**src/rtl/uart_tx_framer_if.sv**
```systemverilog
// Word handshake between the TX FIFO (master) and the UART transmit framer (slave).
interface uart_tx_framer_if #(
   parameter int DATA_BITS = 8
);
   logic                 tx_valid;
   logic [DATA_BITS-1:0] tx_data;
   logic                 tx_ready;

   modport master (output tx_valid, output tx_data, input tx_ready);
   modport slave  (input tx_valid, input tx_data, output tx_ready);
endinterface

```
**src/rtl/uart_tx_framer.sv**
```systemverilog
// UART transmit framer: takes one word over valid/ready, builds
// start + data (LSB first) + optional parity + stop bits, and shifts it out on
// tx at one bit per baud_tick.
//
// state  | meaning
// -------+-----------------------------------------------------------
// S_IDLE | line idle high, ready for a word, baud_tick ignored
// S_WAIT | word latched, waiting for the next tick to load the frame
// S_SEND | frame on the line, one bit per tick, done on the last one
module uart_tx_framer #(
   parameter int DATA_BITS  = 8,
   parameter int PARITY_EN  = 0,
   parameter int PARITY_ODD = 0,
   parameter int STOP_BITS  = 1
) (
   input  logic             clk,
   input  logic             reset,
   input  logic             baud_tick,
   uart_tx_framer_if.slave  tx_if,
   output logic             tx,
   output logic             busy,
   output logic             done
);

   localparam int FRAME = 1 + DATA_BITS + PARITY_EN + STOP_BITS;
   localparam int CW    = $clog2(FRAME + 1);

   if ((DATA_BITS < 5) || (DATA_BITS > 9)) begin : g_bad_data_bits
      $error("uart_tx_framer: DATA_BITS must be 5..9");
   end
   if ((STOP_BITS < 1) || (STOP_BITS > 2)) begin : g_bad_stop_bits
      $error("uart_tx_framer: STOP_BITS must be 1..2");
   end

   typedef enum logic [1:0] {
      S_IDLE = 2'd0,
      S_WAIT = 2'd1,
      S_SEND = 2'd2
   } state_t;

   state_t               state_q, state_d;
   logic [FRAME-1:0]     shift_q, shift_d;
   logic [CW-1:0]        cnt_q, cnt_d;
   logic [DATA_BITS-1:0] data_q, data_d;
   logic                 par_q, par_d;
   logic                 done_q, done_d;
   logic                 ready_q, ready_d;
   logic                 busy_q, busy_d;
   logic [FRAME-1:0]     frame_w;

   // Next-state, frame assembly and registered-output decode.
   always_comb begin
      state_d = state_q;
      shift_d = shift_q;
      cnt_d   = cnt_q;
      data_d  = data_q;
      par_d   = par_q;
      done_d  = 1'b0;

      // Stop bits and any unused top bits stay 1; bit 0 is the start bit.
      frame_w               = '1;
      frame_w[0]            = 1'b0;
      frame_w[DATA_BITS:1]  = data_q;
      if (PARITY_EN != 0) begin
         frame_w[DATA_BITS+1] = par_q;
      end

      case (state_q)
         S_IDLE: begin
            if (tx_if.tx_valid) begin
               data_d  = tx_if.tx_data;
               par_d   = (PARITY_ODD != 0) ? ~^tx_if.tx_data : ^tx_if.tx_data;
               state_d = S_WAIT;
            end
         end
         S_WAIT: begin
            if (baud_tick) begin
               shift_d = frame_w;
               cnt_d   = '0;
               state_d = S_SEND;
            end
         end
         S_SEND: begin
            if (baud_tick) begin
               shift_d = {1'b1, shift_q[FRAME-1:1]};
               cnt_d   = cnt_q + CW'(1);
               if (cnt_q == CW'(FRAME - 1)) begin
                  state_d = S_IDLE;
                  done_d  = 1'b1;
               end
            end
         end
         default: begin
            state_d = S_IDLE;
            shift_d = '1;
            cnt_d   = '0;
         end
      endcase

      ready_d = (state_d == S_IDLE);
      busy_d  = (state_d != S_IDLE);
   end

   // All framer state; reset drops any frame in flight and returns the line high.
   always_ff @(posedge clk or posedge reset) begin
      if (reset) begin
         state_q <= S_IDLE;
         shift_q <= '1;
         cnt_q   <= '0;
         data_q  <= '0;
         par_q   <= 1'b0;
         done_q  <= 1'b0;
         ready_q <= 1'b1;
         busy_q  <= 1'b0;
      end else begin
         state_q <= state_d;
         shift_q <= shift_d;
         cnt_q   <= cnt_d;
         data_q  <= data_d;
         par_q   <= par_d;
         done_q  <= done_d;
         ready_q <= ready_d;
         busy_q  <= busy_d;
      end
   end

   assign tx             = shift_q[0];
   assign busy           = busy_q;
   assign done           = done_q;
   assign tx_if.tx_ready = ready_q;

endmodule

```
**src/flat_wrapper.sv**
```systemverilog
// flat-port wrapper written by rule: the top's interface ports become plain ports
module uart_tx_framer_flat 
#(
   parameter int DATA_BITS  = 8,
   parameter int PARITY_EN  = 0,
   parameter int PARITY_ODD = 0,
   parameter int STOP_BITS  = 1
)
  (clk, reset, baud_tick, tx, busy, done, tx_if_tx_valid, tx_if_tx_data, tx_if_tx_ready);
  uart_tx_framer_if #(.DATA_BITS(DATA_BITS)) tx_if_i ();
  input  logic clk;
  input  logic reset;
  input  logic baud_tick;
  output logic tx;
  output logic busy;
  output logic done;
  input wire logic [$bits(tx_if_i.tx_valid)-1:0] tx_if_tx_valid;
  input wire logic [$bits(tx_if_i.tx_data)-1:0] tx_if_tx_data;
  output wire logic [$bits(tx_if_i.tx_ready)-1:0] tx_if_tx_ready;
  assign tx_if_i.tx_valid = tx_if_tx_valid;
  assign tx_if_i.tx_data = tx_if_tx_data;
  assign tx_if_tx_ready = tx_if_i.tx_ready;
  uart_tx_framer #(.DATA_BITS(DATA_BITS), .PARITY_EN(PARITY_EN), .PARITY_ODD(PARITY_ODD), .STOP_BITS(STOP_BITS)) u_core (.clk(clk), .reset(reset), .baud_tick(baud_tick), .tx_if(tx_if_i), .tx(tx), .busy(busy), .done(done));
endmodule
```
**config.mk**
```make
export PLATFORM = sky130hd
export DESIGN_NAME = uart_tx_framer_flat
export DESIGN_NICKNAME = d
export VERILOG_FILES = /design/src/rtl/uart_tx_framer_if.sv /design/src/rtl/uart_tx_framer.sv /design/src/flat_wrapper.sv
export SDC_FILE = /design/constraint.sdc
export NUM_CORES = 1
export LEC_CHECK = 0
export ABC_AREA = 1
export CORE_ASPECT_RATIO = 1.75
export CORE_MARGIN = 4
export CORE_UTILIZATION = 40
export DETAILED_ROUTE_END_ITERATION = 10
export MAX_ROUTING_LAYER = met4
export SKIP_LAST_GASP = 1
export SLEW_MARGIN = 20
export SYNTH_ARGS = -nofsm -noshare
export SYNTH_HDL_FRONTEND = slang
export SYNTH_SLANG_ARGS = --single-unit
```
**constraint.sdc**
```tcl
create_clock -name clk -period 1.57 [get_ports clk]
set_input_delay 0.314 -clock clk [delete_from_list [all_inputs] [get_ports clk]]
set_output_delay 0.314 -clock clk [all_outputs]
set_load 0.01 [all_outputs]
```
Word-level counts from Yosys, hierarchy flattened. Index checks and enable logic that the tools add are counted.

Bits in read-only memories: 0. Memories: 0. Input bits: 12. RAM bits: 0. Logic and storage cells: 33. Bits in registers: 27. Output and inout bits: 4. Bits in latches: 0.

Add/sub/neg operators: 1. Reductions and logical operators: 5. Shift operators: 0. Order comparisons: 0. Div/mod/pow operators: 0. Multiplexer cells: 14. Multipliers: 0. Eq/ne operators: 5. Bitwise logic cells: 1.

Operators by type and width (count): $pmux 10 s3 (1); $mux 10 (2); $pmux 4 s3 (1); $mux 2 (4); $mux 4 (2); $pmux 2 s3 (1); $add 4x1->4 const B (1); $eq 4x4->1 const B (1); $logic_not 2->1 (2); $ne 2x2->1 const B (2); $mux 1 (3); $reduce_and 3->1 (1); $eq 2x1->1 const B (1); $eq 2x2->1 const B (1); $reduce_and 2->1 (1); $reduce_bool 2->1 (1); $not 1->1 (1).

Depth between registers and ports, before layout.
Word-level depth: 5. Mapped depth: 10. Mapped depth without buffers: 10.

Least setup slack after synthesis. Ideal clock, no wire load.

Path kind: reg2reg. From: reg u_core.state_q[0]. To: reg u_core.cnt_q[2]. Period minus slack after synthesis: 1.357 ns. Buffers on the path: 1. Stages on the path, launching flop included: 9. Slack: 0.213 ns. Library setup time: 0.074 ns. Data arrival time: 1.283 ns. Required time: 1.496 ns. Cells stage by stage: dfrtp_1 > inv_1 > ha_1 > nor2_2 > nor2_4 > nor2_8 > inv_4 > buf_6 > o21ai_2.

Word-level cells in the longest chain between the ends: 3. Elaborated cells on any way between the ends: 8. Those cells by class: 4 x eq/ne; 1 x mux; 1 x bitwise; 2 x reduce/logical.

RTL lines: start, declared (RTL line uart_tx_framer.sv:41) `state_t state_q, state_d;`; start signal, assigned (RTL line uart_tx_framer.sv:116) `state_q <= state_d;`; $eq 2x2->1, or another cell as far along (RTL line uart_tx_framer.sv:68) `case (state_q)`; $ne 2x2->1 (no line) or $not 1->1 (tied branches); $reduce_and 3->1 (no line); end signal, assigned (RTL line uart_tx_framer.sv:118) `cnt_q <= cnt_d;`; end, declared (RTL line uart_tx_framer.sv:43) `logic [CW-1:0] cnt_q, cnt_d;`.

Several ways; a longest one is shown, not always the timed one. A chain may end at the register's enable or synchronous reset.

Worst setup path after layout.
From: reg u_core.done_q, in the netlist u_core.done. To: out done.

RTL lines: start, declared (RTL line uart_tx_framer.sv:46) `logic done_q, done_d;`; start signal, assigned (RTL line uart_tx_framer.sv:121) `done_q <= done_d;`; end, declared (RTL line flat_wrapper.sv:16) `output logic done;`.

No word-level cell between the ends.

==> out/qor.txt <==
YOSYS
--------------------------------------------------------------------------------------
Share of synthesized area occupied by flip-flops and latches ............        51.1%
Synthesized-area fraction occupied by ao, oa, aoi and oai cells .........        4.44%
Synthesized area per cell ...............................................     8.16 um2
Number of warnings issued by yosys ......................................            0
Adder-cell share of the synthesized area ................................        5.79%
Synth Area in XOR/XNOR ..................................................           0%
Largest cells by area after synthesis ................................... sky130_fd_sc_hd__dfrtp_1 31%, sky130_fd_sc_hd__nand2_1 23%, sky130_fd_sc_hd__dfstp_2 20%
Flop and latch count out of synthesis ...................................           26
Mapped Cells ............................................................          159
Top cell type's share of synthesized area ...............................        30.9%
Mux share of post-synthesis cell area ...................................           0%
Post-synthesis simple-gate area fraction ................................        32.5%
Combinational family with the most area after synthesis ................. simple AND/OR/NAND/NOR gates
Mapped Nets .............................................................          177
Library cell with the largest summed area after synthesis ............... sky130_fd_sc_hd__dfrtp_1
Post-synthesis instance area ............................................  0.00130 mm2
Number of different library cells in the post-synthesis netlist .........           21

CLOCK NETWORK
--------------------------------------------------------------------------------------
Hold-fix buffers, CTS ...................................................            0
Clock slew at the register clock pins of the worst setup and hold paths .      0.09 ns
Number of setup buffers added after CTS .................................            0
Clock network latency to the later pin of the worst-skew pair ...........      0.27 ns
Total CTS buffers .......................................................            3
Root Buffer Master ...................................................... sky130_fd_sc_hd__clkbuf_8
Deepest clock path buffer count .........................................            2
Clock tree from TritonCTS ...............................................        built
Number of H-tree levels .................................................            1
Clock net sink count ....................................................           26

LAYOUT
--------------------------------------------------------------------------------------
Area occupied by multi-input gates ......................................      562 um2
Area occupied by registers ..............................................      663 um2
Number of standard cells in the final layout excluding fillers ..........          222
Number of fill cells ....................................................          324
Post-synthesis to final-layout area growth ..............................        22.6%
Diode count .............................................................            0
Share of final-layout standard cells stronger than drive strength 1 .....        16.2%
# nets final ............................................................          198

GRT
--------------------------------------------------------------------------------------
Number of antenna violations at the first check in global routing .......            0
Global route overflow ...................................................            0
Largest net degree at the start of global routing .......................           27
Global Route Usage Sum ..................................................        13.5%
Wire length of the first global-routing pass ............................      4370 um
Vias in the first global route ..........................................         1022

FLOORPLAN
--------------------------------------------------------------------------------------
Number of placement rows ................................................           27
Count of pins on the block boundary .....................................           16
Overall die width .......................................................      51.1 um
Die Span Y ..............................................................      83.3 um
DIE AREA ................................................................  0.00426 mm2
Placeable Area ..........................................................  0.00314 mm2
Initial standard-cell utilization of the core ...........................        41.3%

ROUTING
--------------------------------------------------------------------------------------
Average via count per standard cell .....................................         4.49
Total routed wirelength .................................................      2350 um
Wirelength per Cell .....................................................      10.6 um
DRC violation total after the first TritonRoute iteration ...............           27
Initial DRT Pass Iterations .............................................            4
Drc violations ..........................................................            0
Vias after detailed routing .............................................          996
Post-route ant nets .....................................................            0

CRITICAL PATH
--------------------------------------------------------------------------------------
Reg-to-Reg Start ........................................................ u_core.state_q[1]
Critical Path Source Type ...............................................     register
Slowest-stage cell, CP .................................................. sky130_fd_sc_hd__clkdlybuf4s50_1
Peak per-stage delay on the critical path ...............................      0.53 ns
Top cell family by delay on the critical path ........................... buffers and inverters
Cell Chain, Critical Path ............................................... clkdlybuf4s50_1
Data arrival time at the worst-slack endpoint ...........................      1.12 ns
Capture instance of the worst register-to-register path ................. u_core.tx_if.tx_ready
Worst setup EP type .....................................................   output pin
First element of the critical path ......................................  u_core.done
Buffers and inverters on the worst path .................................            1
FF-to-FF setup slack ....................................................      0.16 ns
Critical path required time .............................................      1.26 ns
Worst Path Class, Setup .................................................   reg -> out
Worst Reg-to-Reg Cells ..................................................            8
Crit-path max FO ........................................................            1

PLACEMENT
--------------------------------------------------------------------------------------
Port Buffers ............................................................           15
Placed cells ............................................................          218
Sum of net half-perimeters after detailed placement .....................      1800 um
RePlAce Congestion ......................................................        0.834

TIMING
--------------------------------------------------------------------------------------
Crit share post-route ...................................................        91.4%
Final setup violation count .............................................            0
Unrepaired setup endpoints after global routing .........................        false
Final Hold Violating Endpoints ..........................................            0
Minimum period implied by the final worst setup slack ...................      1.44 ns
Slew Limit Fails ........................................................            0
Worst slew margin .......................................................        77.8%
Worst Tran Pin Value ....................................................     0.334 ns
Maximum clock rate ......................................................      697 MHz
Setup total negative slack ..............................................         0 ns
Final clock skew ........................................................   0.00477 ns

PWR
--------------------------------------------------------------------------------------
Worst VDD drop ..........................................................      1050 uV
Final Power .............................................................      3360 uW
Lkg Pwr .................................................................  0.000794 uW
Ratio of total power to cell area .......................................  2120 mW/mm2

STATUS
--------------------------------------------------------------------------------------
Status ..................................................................    completed

JOB
--------------------------------------------------------------------------------------
Number of max-cap violations ............................................            0

MIN PATH
--------------------------------------------------------------------------------------
Hold Path Class .........................................................  in -> async

## routing by layer
| metal | part of all wire (%) | vias to the layer above | GRT usage (%) | wire (um) |
|---|---|---|---|---|
| li1 | - | 525 | - | - |
| met1 | 43 | 461 | 15.9 | 1000 |
| met2 | 54 | 8 | 22.2 | 1270 |
| met3 | 2.0 | 2 | 2.15 | 48 |
| met4 | 0.90 | 0 | 5.88 | 21 |
| met5 | 0 | - | - | 0 |
## cell usage after synthesis, drive strengths merged
cell,n
nand2,81
dfrtp,16
inv,14
nand3,11
dfstp,10
ha,6
a21oi,5
nor2,5
o21ai,5
buf,4
nand4,1
or2,1
## logic make-up (layout without fill, tap and decap cells)
kind of cell / Yosys count / after routing
AND/OR/NAND/NOR: 99 / 99
flip-flops: 26 / 26
buffers and inverters: 18 / 38
AO/OA/AOI/OAI: 10 / 10
adder cells (fa/ha/maj): 6 / 6
## final cells by class
class,instances,share of cell area [%]
timing repair buffer,20,11.6
inverter,14,3.46
multi-input combinational,115,35.3
clock buffer,3,2.60
tap,43,3.38
clock inverter,1,1.89
sequential,26,41.7
## cells in the final DEF, fill, tap and decap left out, drive strengths merged, types with 6 or more instances in the layout
cell type / n
nand2: 81
dfrtp: 16
inv: 14
clkdlybuf4s50: 13
nand3: 11
dfstp: 10
ha: 6
## worst max-delay path by stage
stage | endpoint | slack [ns] | depth (start not counted)
finish | done | 0.13 | 1
global route | u_core.cnt_q[1] | 0.01 | 8
CTS | done | 0.11 | 1
detailed placement | u_core.busy | 0.06 | 8
global placement | u_core.busy | 0.12 | 8
floorplan | u_core.cnt_q[2] | 0.21 | 8
## per-stage QoR
step	cell area (um2)	hold WS, ns	utilization [%]	setup WS [ns]
floorplan	1300	0.347	-	0.213
global placement	1510	0.451	48.2	0.118
detailed placement	1510	0.453	48.2	0.0558
CTS	1580	0.401	50.4	0.111
global route	1590	0.450	50.6	0.0145
finish	1590	0.392	50.6	0.134
## power by group
part	total [uW]	switching [uW]	leakage (uW)	internal (uW)
clock network	549	209	0.0000357	341
registers	1230	162	0.000311	1070
logic	1580	947	0.000448	635
## timing repair
item / CTS / global route
resized for setup: 2 / 2
cloned: 0 / 0
endpoints found under the setup margin: 2 / 4
endpoints found under the hold margin: 0 / 0
## state kept, by name (all words and copies together) (netlist names)
name                   flops
u_core.shift_q             9
u_core.data_q              8
u_core.cnt_q               4
u_core.state_q             2
u_core.busy                1
u_core.done                1
u_core.tx_if.tx_ready      1
No activity file was read; power rests on OpenSTA's default activity.
